<file path="config.mk">
export PLATFORM = sky130hd
export DESIGN_NAME = sprite_animator
export DESIGN_NICKNAME = d
export VERILOG_FILES = /design/src/rtl/sprite_animator.sv
export SDC_FILE = /design/constraint.sdc
export NUM_CORES = 1
export LEC_CHECK = 0
export ABC_CLOCK_PERIOD_IN_PS = 3900
export CAP_MARGIN = 10
export CELL_PAD_IN_SITES_DETAIL_PLACEMENT = 1
export CELL_PAD_IN_SITES_GLOBAL_PLACEMENT = 2
export CORE_UTILIZATION = 29
export DETAILED_ROUTE_END_ITERATION = 10
export HOLD_SLACK_MARGIN = 0.05
export PLACE_DENSITY = 0.86
export SLEW_MARGIN = 20
export SYNTH_ARGS = -nofsm -noshare
export SYNTH_HDL_FRONTEND = slang
export SYNTH_SLANG_ARGS = --single-unit
export TNS_END_PERCENT = 20
</file>
<file path="constraint.sdc">
create_clock -name VGA_CLK -period 3.9 [get_ports VGA_CLK]
set_clock_uncertainty 0.05 [all_clocks]
set_input_delay 0.78 -clock VGA_CLK [delete_from_list [all_inputs] [get_ports VGA_CLK]]
set_output_delay 0.78 -clock VGA_CLK [all_outputs]
set_load 0.05 [all_outputs]
</file>
<file path="src/rtl/sprite_animator.sv">
// Per-player animation sequencer: turns move/punch/kick/hit requests into the
// GPU frame index, stepping only on frame_tick so a sprite never changes mid-scan.
module sprite_animator #(
  parameter int unsigned TICKS_PER_STEP = 4
) (
  input  logic       VGA_CLK,
  input  logic       RESET_N,
  input  logic       frame_tick,
  input  logic       move,
  input  logic       punch_req,
  input  logic       kick_req,
  input  logic       hit_req,
  output logic [9:0] animation,
  output logic [2:0] anim_state,
  output logic       attack_active,
  output logic       busy
);

  localparam int unsigned TW = (TICKS_PER_STEP > 1) ? $clog2(TICKS_PER_STEP) : 1;
  localparam logic [TW-1:0] TCNT_LAST = TW'(TICKS_PER_STEP - 1);

  typedef enum logic [2:0] {
    S_IDLE  = 3'd0,
    S_WALK  = 3'd1,
    S_PUNCH = 3'd2,
    S_KICK  = 3'd3,
    S_HURT  = 3'd4
  } state_t;

  state_t          r_state;
  logic [1:0]      r_step;
  logic [TW-1:0]   r_tcnt;
  logic            r_p_punch;
  logic            r_p_kick;
  logic            r_p_hit;

  state_t          w_nstate;
  logic [1:0]      w_nstep;
  logic [TW-1:0]   w_ntcnt;
  logic [1:0]      w_adv_step;
  logic [TW-1:0]   w_adv_tcnt;
  logic            w_tcnt_last;
  logic            w_punch;
  logic            w_kick;
  logic            w_hit;
  logic            w_enter;
  logic [3:0]      w_base;
  logic [1:0]      w_last_step;

  // A request coinciding with the tick takes part in that tick's decision.
  assign w_punch     = r_p_punch | punch_req;
  assign w_kick      = r_p_kick  | kick_req;
  assign w_hit       = r_p_hit   | hit_req;
  assign w_tcnt_last = (r_tcnt == TCNT_LAST);

  // Counter advance; the 2-bit step wraps 3->0 on its own for WALK.
  always_comb begin
    w_adv_step = r_step;
    w_adv_tcnt = r_tcnt + TW'(1);
    if (w_tcnt_last) begin
      w_adv_tcnt = '0;
      w_adv_step = r_step + 2'd1;
    end
  end

  always_comb begin
    w_last_step = 2'd0;
    case (r_state)
      S_PUNCH, S_KICK: w_last_step = 2'd2;
      S_HURT:          w_last_step = 2'd1;
      S_WALK:          w_last_step = 2'd3;
      default:         w_last_step = 2'd0;
    endcase
  end

  // Tick decision: hit first, then attacks, then walk/idle transitions.
  always_comb begin
    w_nstate = r_state;
    w_nstep  = r_step;
    w_ntcnt  = r_tcnt;
    w_enter  = 1'b0;
    if (frame_tick) begin
      if (w_hit && (r_state != S_HURT)) begin
        w_nstate = S_HURT;
        w_enter  = 1'b1;
      end else begin
        case (r_state)
          S_IDLE, S_WALK: begin
            if (w_punch) begin
              w_nstate = S_PUNCH;
              w_enter  = 1'b1;
            end else if (w_kick) begin
              w_nstate = S_KICK;
              w_enter  = 1'b1;
            end else if ((r_state == S_IDLE) && move) begin
              w_nstate = S_WALK;
              w_enter  = 1'b1;
            end else if ((r_state == S_WALK) && !move) begin
              w_nstate = S_IDLE;
              w_enter  = 1'b1;
            end else if (r_state == S_WALK) begin
              w_nstep = w_adv_step;
              w_ntcnt = w_adv_tcnt;
            end
          end
          S_PUNCH, S_KICK, S_HURT: begin
            if (w_tcnt_last && (r_step == w_last_step)) begin
              w_nstate = S_IDLE;
              w_enter  = 1'b1;
            end else begin
              w_nstep = w_adv_step;
              w_ntcnt = w_adv_tcnt;
            end
          end
          default: begin
            w_nstate = S_IDLE;
            w_enter  = 1'b1;
          end
        endcase
      end
      if (w_enter) begin
        w_nstep = 2'd0;
        w_ntcnt = '0;
      end
    end
  end

  always_comb begin
    w_base = 4'd0;
    case (w_nstate)
      S_WALK:  w_base = 4'd1;
      S_PUNCH: w_base = 4'd5;
      S_KICK:  w_base = 4'd8;
      S_HURT:  w_base = 4'd11;
      default: w_base = 4'd0;
    endcase
  end

  // State, pending flags and outputs all load together, so outputs track the state.
  always_ff @(posedge VGA_CLK) begin
    if (!RESET_N) begin
      r_state       <= S_IDLE;
      r_step        <= 2'd0;
      r_tcnt        <= '0;
      r_p_punch     <= 1'b0;
      r_p_kick      <= 1'b0;
      r_p_hit       <= 1'b0;
      animation     <= 10'd0;
      anim_state    <= 3'd0;
      attack_active <= 1'b0;
      busy          <= 1'b0;
    end else begin
      r_state       <= w_nstate;
      r_step        <= w_nstep;
      r_tcnt        <= w_ntcnt;
      r_p_punch     <= frame_tick ? 1'b0 : w_punch;
      r_p_kick      <= frame_tick ? 1'b0 : w_kick;
      r_p_hit       <= frame_tick ? 1'b0 : w_hit;
      animation     <= {6'd0, w_base + {2'b00, w_nstep}};
      anim_state    <= w_nstate;
      attack_active <= ((w_nstate == S_PUNCH) || (w_nstate == S_KICK)) && (w_nstep == 2'd1);
      busy          <= (w_nstate == S_PUNCH) || (w_nstate == S_KICK) || (w_nstate == S_HURT);
    end
  end

endmodule

</file>
==> results.sh <==
export IMPL_status="complete, no violations"
export IMPL_startpoint="kick_req"
export IMPL_vdd_drop_max_uv=121.4
export IMPL_cts_buffer_depth=2
export IMPL_fp_dieW_um=62.02
export IMPL_report_final_hold_viol_count=0
export IMPL_drive_gt1_share_pct=15.60
export IMPL_routed_wl_um=2715
export IMPL_ctsHoldBuffers=0
export IMPL_r2r_end="animation[2]"
export IMPL_wl_per_cell_um=14.52
export IMPL_grt_use_total_pct=16.83
export IMPL_whs_ns=0.4400
export IMPL_period_share_pct=89.84
export IMPL_grt_max_degree=14
export IMPL_grt_pass1_wl_um=4526
export IMPL_antenna_found_initial=0
export IMPL_relSlewSlack_pct=66.25
export IMPL_rrSetupSlack_ns=0.62
export IMPL_ys_ff_latch=16
export IMPL_ys_seq_area_share_pct=30.66
export IMPL_dr_first_iter_drc_count=42
export IMPL_rsz0062_at_grt="false"
export IMPL_grt_pass1_vias=977
export IMPL_cts_resized=0
export IMPL_syn_to_final_growth_pct=21.44
export IMPL_post_cts_setup_buffers=0
export IMPL_worst_ep_required_time_ns=4.08
export IMPL_fmax_mhz=285.4
export IMPL_synth_area_top_cells="dfxtp_1 (31%), buf_4 (5.0%), nor2_1 (4.3%), a21oi_1 (3.8%), ha_1 (3.6%)"
export IMPL_clk_pin_slew_ns=0.09
export IMPL_routabilityCongestion=0.7880
export IMPL_multi_input_area_um2=636.9
export IMPL_power_leakage_nw=0.5189
export IMPL_cts_inserted_buffers=3
export IMPL_synth_distinct_cells=50
export IMPL_hold_class="reg -> reg"
export IMPL_synth_ff_type="dfxtp_1"
export IMPL_port_buffers=15
export IMPL_worst_path_max_fanout=5
export IMPL_netlist_area_leader_share_pct=30.66
export IMPL_cp_end_kind="flop"
export IMPL_core_area_mm2=0.003390
export IMPL_antenna_cells=0
export IMPL_vias=959
export IMPL_period_needed_ns=3.504
export IMPL_cp_start_kind="primary input"
export IMPL_crit_end="animation[2]"
export IMPL_reg2reg_depth=9
export IMPL_synthArstFlopShare_pct=0
export IMPL_num_io_pins=22
export IMPL_nets=153
export IMPL_die_area_mm2=0.003846
export IMPL_path_class="in -> reg"
export IMPL_slew_violations=0
export IMPL_worstSkewPairLatency_ns=0.29
export IMPL_final_core_util_pct=37.43
export IMPL_placed_area_mm2=0.001232
export IMPL_final_common_cell="dfxtp_1"
export IMPL_layout_cells_most_common_list="dfxtp_1 (16), clkdlybuf4s50_1 (15), nor2_1 (12)"
export IMPL_setup_tns_ns=0
export IMPL_cts_tree="built"
export IMPL_synth_top_area_cell="dfxtp_1"
export IMPL_fill_cells=406
export IMPL_h_tree_depth=1
export IMPL_stdcell_area_mm2=0.001269
export IMPL_synth_enable_flop_cells=0
export IMPL_yosysWarnings=0
export IMPL_rows=21
export IMPL_synth_area_mm2=0.001045
export IMPL_avgSynthCellArea_um2=8.564
export IMPL_synth_cells=122
export IMPL_die_y_um=62.02
export IMPL_first_pass_iters=4
export IMPL_dp_final_hpwl_um=2165
export IMPL_max_slew_worst_pin_slew_ns=0.5046
export IMPL_seqCellArea_um2=320.3
export IMPL_setup_viol=0
export IMPL_drv_cap=0
export IMPL_numClockSinks=16
export IMPL_overflow=0
export IMPL_p_per_area_mw_per_mm2=330.5
export IMPL_vias_per_cell=5.128
export IMPL_reg2reg_from="r_state[2]"
export IMPL_worstPathArrival_ns=3.68
export IMPL_min_path_cells=2
export IMPL_route_detailed_drc=0
export IMPL_cts_root_buf="clkbuf_4"
export IMPL_start_util_pct=30.82
export IMPL_ant_nets=0
-- synthesized netlist by cell type, drive strengths merged, types with 2 or more instances --
library cell	count
a21o	2
a21oi	9
a221oi	2
and2	6
and3	2
and3b	2
buf	10
dfxtp	16
ha	3
inv	6
nand2	6
nand2b	2
nor2	12
nor2b	3
nor3	2
o21a	4
o21ai	3
o22ai	4
or2	2
or3	3
or4	2
-- metrics by stage --
| step | power (mW) | setup slack [ns] | cells |
|---|---|---|---|
| final | 0.4193 | 0.3963 | 187 |
| after global routing | 0.4415 | 0.2108 | 187 |
| after CTS | 0.4264 | 0.3956 | 187 |
| after detailed placement | 0.3135 | 0.09304 | 183 |
| after global placement | 0.3099 | 0.1939 | 183 |
| after floorplan | 0.2762 | 0.5746 | 127 |
-- worst max-delay path, stage by stage --
cell and delay, ns:
clkdlybuf4s50_1 0.44, nor4_1 0.33, buf_4 0.20, nor2_1 0.06, a32oi_1 0.33, xnor2_1 0.11, a21o_1 0.18, ha_1 0.20
fa_1 0.38, or4_1 0.52, a21oi_1 0.15
-- layer usage --
layer	global-route usage (%)	share of wire (%)	vias up
li1	-	-	468
met1	19.85	43	466
met2	29.48	51	21
met3	2.484	3.6	4
met4	8.571	2.4	0
met5	0	0	-
-- where the power goes --
group	internal, mW	total, mW	switching (mW)
Combinational	0.0495	0.129	0.0796
Clock	0.0569	0.110	0.0530
Sequential	0.172	0.180	0.00850
-- cell families after synthesis --
group	count (synthesis)	synth area share [%]
AOI/OAI and AO/OA	37	27.55
xor gates and xnor gates	1	0.8385
adders and majority gates	4	5.509
buffers and inverters	17	10.18
DFF	16	30.66
other	1	0.3589
and+or+nand+nor	46	24.91
-- sequential cells by signal (all words and copies together) (netlist names) --
name,cells
animation,4
attack_active,1
busy,1
r_p_hit,1
r_p_kick,1
r_p_punch,1
r_state,3
r_step,2
r_tcnt,2
-- area by class of cell --
cell class              count  area share [%]
multi-input cells          94           50.20
well taps                  46           4.536
clock buffers               4           2.860
flip-flops and latches     16           25.25
repair buffers             21           15.38
inverters                   6           1.775
-- how the worst min path moves through the flow --
stage / slack [ns] / from / end
after floorplan: 0.40 / r_tcnt[1] / r_tcnt[1]
after global placement: 0.41 / r_tcnt[1] / r_tcnt[1]
after detailed placement: 0.43 / r_tcnt[1] / r_tcnt[1]
after CTS: 0.45 / r_tcnt[1] / r_tcnt[1]
after global routing: 0.47 / r_tcnt[1] / r_tcnt[1]
final: 0.44 / r_tcnt[1] / r_tcnt[1]
Note: power is estimated with default switching activity, not from simulation.
